==> config.mk <==
export PLATFORM = sky130hd
export DESIGN_NAME = ro_sweep_sequencer
export DESIGN_NICKNAME = d
export VERILOG_FILES = /design/src/rtl/ro_sweep_sequencer.sv
export SDC_FILE = /design/constraint.sdc
export NUM_CORES = 1
export LEC_CHECK = 0
export BUFFER_PORTS_ARGS = -buffer_cell sky130_fd_sc_hd__clkbuf_2
export CAP_MARGIN = 0
export CORE_ASPECT_RATIO = 0.6
export CORE_MARGIN = 4
export CORE_UTILIZATION = 58
export CTS_CLUSTER_DIAMETER = 40
export DETAILED_ROUTE_END_ITERATION = 7
export HOLD_SLACK_MARGIN = 0.02
export PLACE_DENSITY = 0.85
export SYNTH_ARGS = -nofsm -noshare
export SYNTH_HDL_FRONTEND = slang
export SYNTH_SLANG_ARGS = --single-unit
==> constraint.sdc <==
create_clock -name clk -period 3.7 [get_ports clk]
set_clock_uncertainty 0.05 [all_clocks]
set_input_delay 0.555 -clock clk [delete_from_list [all_inputs] [get_ports clk]]
set_output_delay 0.555 -clock clk [all_outputs]
set_load 0.01 [all_outputs]
==> src/rtl/ro_sweep_sequencer.sv <==
// Ring-oscillator sweep sequencer: for each enabled oscillator it clears the
// counters, gates a window, settles, captures and shifts out a framed count.
module ro_sweep_sequencer #(
  parameter int COUNTER_LENGTH = 20,
  parameter int NUM_ROS        = 3,
  parameter int WINDOW_BITS    = 16,
  parameter int SETTLE_CYCLES  = 4
) (
  input  logic                      clk,
  input  logic                      rst_n,
  input  logic                      start,
  input  logic                      continuous,
  input  logic [WINDOW_BITS-1:0]    window_len,
  input  logic [NUM_ROS-1:0]        ro_mask,
  input  logic [COUNTER_LENGTH-1:0] cycle_count,
  output logic                      ctr_reset,
  output logic                      gate,
  output logic [1:0]                counter_select,
  output logic                      data_out,
  output logic                      data_valid,
  output logic                      frame_start,
  output logic                      busy,
  output logic                      done
);

  localparam int FW   = COUNTER_LENGTH + 6;
  localparam int CW_A = (WINDOW_BITS > $clog2(FW) + 1) ? WINDOW_BITS : $clog2(FW) + 1;
  localparam int CW   = (CW_A > $clog2(SETTLE_CYCLES) + 1) ? CW_A : $clog2(SETTLE_CYCLES) + 1;

  typedef enum logic [2:0] {IDLE, CLEAR, GATE, SETTLE, CAPTURE, SHIFT} state_t;

  state_t                 state;
  logic [CW-1:0]          cnt;
  logic [WINDOW_BITS-1:0] win_q;
  logic [NUM_ROS-1:0]     mask_q;
  logic [FW-1:0]          shreg;
  logic [FW-1:0]          frame_w;
  logic [CW-1:0]          gate_load;
  logic [2:0]             nxt;

  function automatic logic [1:0] lowest(input logic [NUM_ROS-1:0] m);
    logic [1:0] r;
    r = '0;
    for (int i = NUM_ROS - 1; i >= 0; i--)
      if (m[i]) r = 2'(i);
    return r;
  endfunction

  // {found, index} of the lowest enabled oscillator above cur
  function automatic logic [2:0] next_above(input logic [NUM_ROS-1:0] m, input logic [1:0] cur);
    logic [2:0] r;
    r = '0;
    for (int i = NUM_ROS - 1; i >= 0; i--)
      if (m[i] && i > int'(cur)) r = {1'b1, 2'(i)};
    return r;
  endfunction

  assign nxt       = next_above(mask_q, counter_select);
  assign frame_w   = {4'b1010, counter_select, cycle_count};
  assign gate_load = (win_q == '0) ? '0 : CW'(win_q - WINDOW_BITS'(1));

  always_ff @(posedge clk or negedge rst_n) begin
    if (!rst_n) begin
      state          <= IDLE;
      cnt            <= '0;
      win_q          <= '0;
      mask_q         <= '0;
      shreg          <= '0;
      ctr_reset      <= 1'b0;
      gate           <= 1'b0;
      counter_select <= '0;
      data_out       <= 1'b0;
      data_valid     <= 1'b0;
      frame_start    <= 1'b0;
      busy           <= 1'b0;
      done           <= 1'b0;
    end else begin
      done        <= 1'b0;
      frame_start <= 1'b0;
      case (state)
        IDLE: begin
          if (start && ro_mask != '0) begin
            win_q          <= window_len;
            mask_q         <= ro_mask;
            counter_select <= lowest(ro_mask);
            cnt            <= CW'(1);
            ctr_reset      <= 1'b1;
            busy           <= 1'b1;
            state          <= CLEAR;
          end
        end
        CLEAR: begin
          if (cnt == '0) begin
            ctr_reset <= 1'b0;
            gate      <= 1'b1;
            cnt       <= gate_load;
            state     <= GATE;
          end else begin
            cnt <= cnt - CW'(1);
          end
        end
        GATE: begin
          if (cnt == '0) begin
            gate  <= 1'b0;
            cnt   <= CW'(SETTLE_CYCLES - 1);
            state <= SETTLE;
          end else begin
            cnt <= cnt - CW'(1);
          end
        end
        SETTLE: begin
          if (cnt == '0) state <= CAPTURE;
          else           cnt   <= cnt - CW'(1);
        end
        CAPTURE: begin
          data_out    <= frame_w[FW-1];
          shreg       <= {frame_w[FW-2:0], 1'b0};
          data_valid  <= 1'b1;
          frame_start <= 1'b1;
          cnt         <= CW'(FW - 1);
          state       <= SHIFT;
        end
        SHIFT: begin
          if (cnt == '0) begin
            data_valid <= 1'b0;
            data_out   <= 1'b0;
            if (nxt[2]) begin
              counter_select <= nxt[1:0];
              cnt            <= CW'(1);
              ctr_reset      <= 1'b1;
              state          <= CLEAR;
            end else begin
              done <= 1'b1;
              // continuous restart reloads the live inputs, like a fresh start
              if (continuous && ro_mask != '0) begin
                win_q          <= window_len;
                mask_q         <= ro_mask;
                counter_select <= lowest(ro_mask);
                cnt            <= CW'(1);
                ctr_reset      <= 1'b1;
                state          <= CLEAR;
              end else begin
                busy  <= 1'b0;
                state <= IDLE;
              end
            end
          end else begin
            data_out <= shreg[FW-1];
            shreg    <= {shreg[FW-2:0], 1'b0};
            cnt      <= cnt - CW'(1);
          end
        end
        default: state <= IDLE;
      endcase
    end
  end

endmodule

# --- Word level (Yosys, flattened, before mapping) ---
# Index checks and enable logic that the tools add are counted.
totals:
  input_bits: 43
  reg_bits: 73
classes:
  n_addsub: 2
  n_eq_ne: 17
  n_lt_le_gt_ge: 2
  muxes: 58
  n_reduce_logical: 22
ops:
  columns: ["op", "n"]
  rows:
  - ["$mux W16", 12]
  - ["$pmux W16 S6", 1]
  - ["$pmux W26 S2", 1]
  - ["$mux W3", 11]
  - ["$logic_not A16 Y1", 2]
  - ["$pmux W16 S2", 1]
  - ["$sub A16 B1 Y16 const B", 2]
  - ["$mux W26", 1]
  - ["$ne A2 B2 Y1 const B", 10]
  - ["$reduce_and A5 Y1", 4]
  - ["$pmux W3 S6", 1]
  - ["$mux W1", 16]
  - ["$mux W2", 7]
  - ["$pmux W1 S2", 4]
  - ["$reduce_and A4 Y1", 2]
  - ["$eq A3 B2 Y1 const B", 2]
  - ["$eq A3 B3 Y1 const B", 2]
  - ["$pmux W3 S2", 1]
  - ["$reduce_bool A2 Y1", 3]
  - ["$reduce_bool A3 Y1", 2]
  - ["$reduce_bool A6 Y1", 1]
  - ["$logic_and A1 B1 Y1", 4]
  - ["$ne A4 B4 Y1 const B", 1]
  - ["$pmux W2 S2", 1]
  - ["other kinds (8)", 9]

# --- Depth between registers and ports, before layout ---
logic_depth:
  depth_word: 7
  depth_mapped: 11

# --- Worst setup path after synthesis ---
# OpenSTA, ideal clock, no wires.
synth_timing:
  path_kind: "flip-flop to flip-flop"
  from: "register cnt[0]"
  to: "register win_q[10]"
  path_buffers: 3
  arrival_ns: 2.616
  period_less_slack_ns: 2.791
  path_stages_with_launch: 11
  setup_time_ns: 0.125
  setup_slack_ns: 0.909
  cell_sequence: "dfrtp_1 inv_1 ha_1 or4b_4 buf_6 or4_4 buf_6 nor2_8 o221ai_4 buf_6 mux2_4"
synth_via:
  elab_chain_cells: 3
synth_rtl:
  columns: ["item", "line", "rtl"]
  rows:
  - ["start, declared", "33", "logic [CW-1:0] cnt;"]
  - ["start signal, assigned", "96", "cnt <= gate_load;"]
  - ["start signal, assigned", "99", "cnt <= cnt - CW'(1);"]
  - ["start signal, assigned", "105", "cnt <= CW'(SETTLE_CYCLES - 1);"]
  - ["$logic_not A16 Y1", "124", "if (cnt == '0) begin"]
  - ["$ne A2 B2 Y1 (no source line)", null, null]
  - ["$reduce_and A5 Y1 (no source line)", null, null]
  - ["end signal, assigned", "83", "win_q <= window_len;"]
  - ["end signal, assigned", "136", "win_q <= window_len;"]
  - ["end, declared", "34", "logic [WINDOW_BITS-1:0] win_q;"]
# No other way between the ends.
# A chain may end at the register's enable or synchronous reset.

# --- Worst setup path in the final report ---
layout_timing:
  from: "register cnt[0]"
  to: "register cnt[2]"
layout_via:
  elab_chain_cells: 3
layout_rtl:
  columns: ["item", "line"]
  rows:
  - ["$sub A16 B1 Y16 / $logic_not A16 Y1 (equally long branches)", null]
  - ["$mux W16 (tied with other cells)", "124"]
  - ["$pmux W16 S6 / $reduce_and A4 Y1 (equally long branches)", null]
# Several ways; a longest one is shown, not always the timed one. The select of a mux whose other input is x is not followed.

==> run metrics <==
I/O pin total 52; DRC 0; final core occ 0.710; Worst R2R Path Depth 8; Worst R2R Start cnt[0]; post-route setup TNS 0 ns; sequential area share after synthesis 0.453; Vias/cell 6.15; RSZ-0062 raised after global routing false; Clock Tree Buf Depth 2; number of diodes 0; biggest fanout along the worst timing path 17; Core ar. 6330 um^2; actual slew at the worst max-slew pin 0.906 ns; final period demand of the worst path 3.11 ns; synth cell count leaders dfrtp_1, o21ai_0, nand2_1; Overall Power 3.13 mW; max-slew violation count 0; Worst EP required 3.90 ns; Die Y 71.7 um; Slew headroom 0.393; Post-Syn Area per Cell 9.66 um^2; Final Setup Violations 0; Setup crit start cnt[0]; Mapped Nets 452; CP Data Arrival Time 3.30 ns; fillers 477; Initial Utilization 0.619; HP Class input port to async pin; CP endpoint kind flip-flop; first-pass GRT wire length 15,300 um; Detailed Routing Iterations Pass 1 5; H-tree Lvls 3; share of Yosys cell area claimed by the top area cell type 0.453; Static Leakage 2.00 nW; r2r setup slk 0.59 ns; area grow syn2layout 14.6%; final period utilization 0.840; die area 8180 um^2; antenna viol nets, final 0; via count 3,333; Post-synth EDFFs 0; layout cells sized above 1 0.212; CTS root buffer clkbuf_16; Worst VDD drop 488 uV; #FFs+latches synth 71; hpwl dp 6840 um; pin count of the biggest net entering global routing 46; CTS Buf Count 9; WL/cell 17.2 um; ys flop type dfrtp_1; CTS tree done; RR Endpoint cnt[2]; DRT Wirelength 9330 um; fmax 322 MHz; WHS 0.180 ns; vias in the first global route 3,087; Area contributors post-synth dfrtp_1, o21ai_0, mux2i_1; Final Hold Viols 0; final setup margin 0.593 ns; standard-cell rows 22; Mapped Cells 406; Port Buffers 51; area of the mapped netlist 3920 um^2; setup bufs post-CTS 0; Netlist cell types 49; gr ovfl total 0; Total Routing Usage GR 0.238; GP Congestion 0.946; clk sinks 71; clock transition at the registers of the reported paths 0.06 ns; initial antenna violation count 0; 1st-iter DRT viols 367; # hold bufs at CTS 0; pre-CTS setup slack 0.720 ns; most frequent cell after synthesis dfrtp_1; Die W 114 um; nets 499; outcome finished, final reports clean; Async SR Flop Fraction 1.00; post-synth top area cell dfrtp_1; Worst Setup Start Kind flip-flop; power density over the cells 696 nW/um^2; max cap viols 0; WS Path Type flip-flop to flip-flop; clk_lat worst skew 0.33 ns; Synth Warn # 0; post-CTS sizing 0
-- flip-flops by register name, indices dropped and copies added, names as in the netlist --
name	flops
busy	1
cnt	16
counter_select	2
ctr_reset	1
data_out	1
data_valid	1
done	1
frame_start	1
gate	1
mask_q	2
shreg	25
state	3
win_q	16
-- how the worst max path moves through the flow --
| stage | slack [ns] | cells past startpoint | to |
|---|---|---|---|
| 2_1_floorplan | 0.91 | 10 | win_q[10] |
| 3_3_place_gp | 0.81 | 7 | cnt[0] |
| 3_5_place_dp | 0.72 | 8 | cnt[2] |
| 4_1_cts | 0.66 | 8 | cnt[2] |
| 5_1_grt | 0.38 | 8 | cnt[2] |
| 6_report | 0.59 | 8 | cnt[2] |
-- cells by family (layout without fill, tap and decap cells) --
group                    Yosys count  in the layout  synth area share
AO/OA/AOI/OAI                    104            104             0.166
XOR/XNOR                          17             17            0.0380
adder cells (fa/ha/maj)            3              3           0.00957
buffers and inverters             25             77            0.0306
flip-flops                        71             71             0.453
multiplexers                      39             39             0.115
AND/OR/NAND/NOR                  147            147             0.188
-- critical path: stages (launching register included) --
cell and delay (ns):
dfrtp_1 0.43, inv_1 0.08, ha_1 0.17, or4b_4 0.53, nor4_4 0.42, nand2_1 0.25
o311ai_4 0.73, o21ai_0 0.24, o21ai_0 0.12
-- where the power goes --
part	internal [mW]	switching (mW)	total (mW)
clock network	0.471	0.329	0.800
logic	0.425	0.508	0.932
registers	1.07	0.324	1.39
-- cell usage in the layout, fill, tap and decap left out, types with 4 or more instances in the layout --
| cell type | synthesis | final |
|---|---|---|
| o31ai_1 | 4 | 4 |
| nand2_1 | 47 | 47 |
| dfrtp_1 | 71 | 71 |
| nor2_1 | 42 | 41 |
| mux2i_1 | 21 | 21 |
| buf_4 | 0 | 4 |
| nor4_1 | 8 | 8 |
| a21oi_1 | 18 | 18 |
| clkbuf_2 | 0 | 50 |
| mux2_4 | 10 | 10 |
| o21ai_0 | 54 | 54 |
| or3_1 | 7 | 7 |
| xor2_1 | 8 | 8 |
| xnor2_1 | 9 | 9 |
| mux2_2 | 8 | 8 |
| nand3_1 | 4 | 4 |
| inv_1 | 5 | 5 |
| clkbuf_16 | 0 | 9 |
| nor3_1 | 14 | 14 |
-- area by class of cell --
class                           count  area, um^2  share of cell area
Multi-Input combinational cell    310        2030               0.451
Sequential cell                    71        1780               0.395
Timing Repair Buffer               55         285              0.0635
Clock buffer                       11         243              0.0540
Tap cell                           84         105              0.0234
Clock inverter                      5        33.8             0.00752
Inverter                            6        22.5             0.00501
-- routing by layer --
metal | share of wire | vias to the layer above | global-route usage
met5 | 0 | - | 0
met4 | 0.0093 | 0 | 0.0738
met3 | 0.11 | 13 | 0.0810
met2 | 0.42 | 161 | 0.324
met1 | 0.46 | 1598 | 0.355
li1 | - | 1561 | -
-- per-stage QoR --
step | std cells | cell area [um^2]
2_1_floorplan | 406 | 3920
3_3_place_gp | 526 | 4220
3_5_place_dp | 526 | 4220
4_1_cts | 542 | 4490
5_1_grt | 542 | 4490
6_report | 542 | 4490
(Power assumes the default switching activity.)
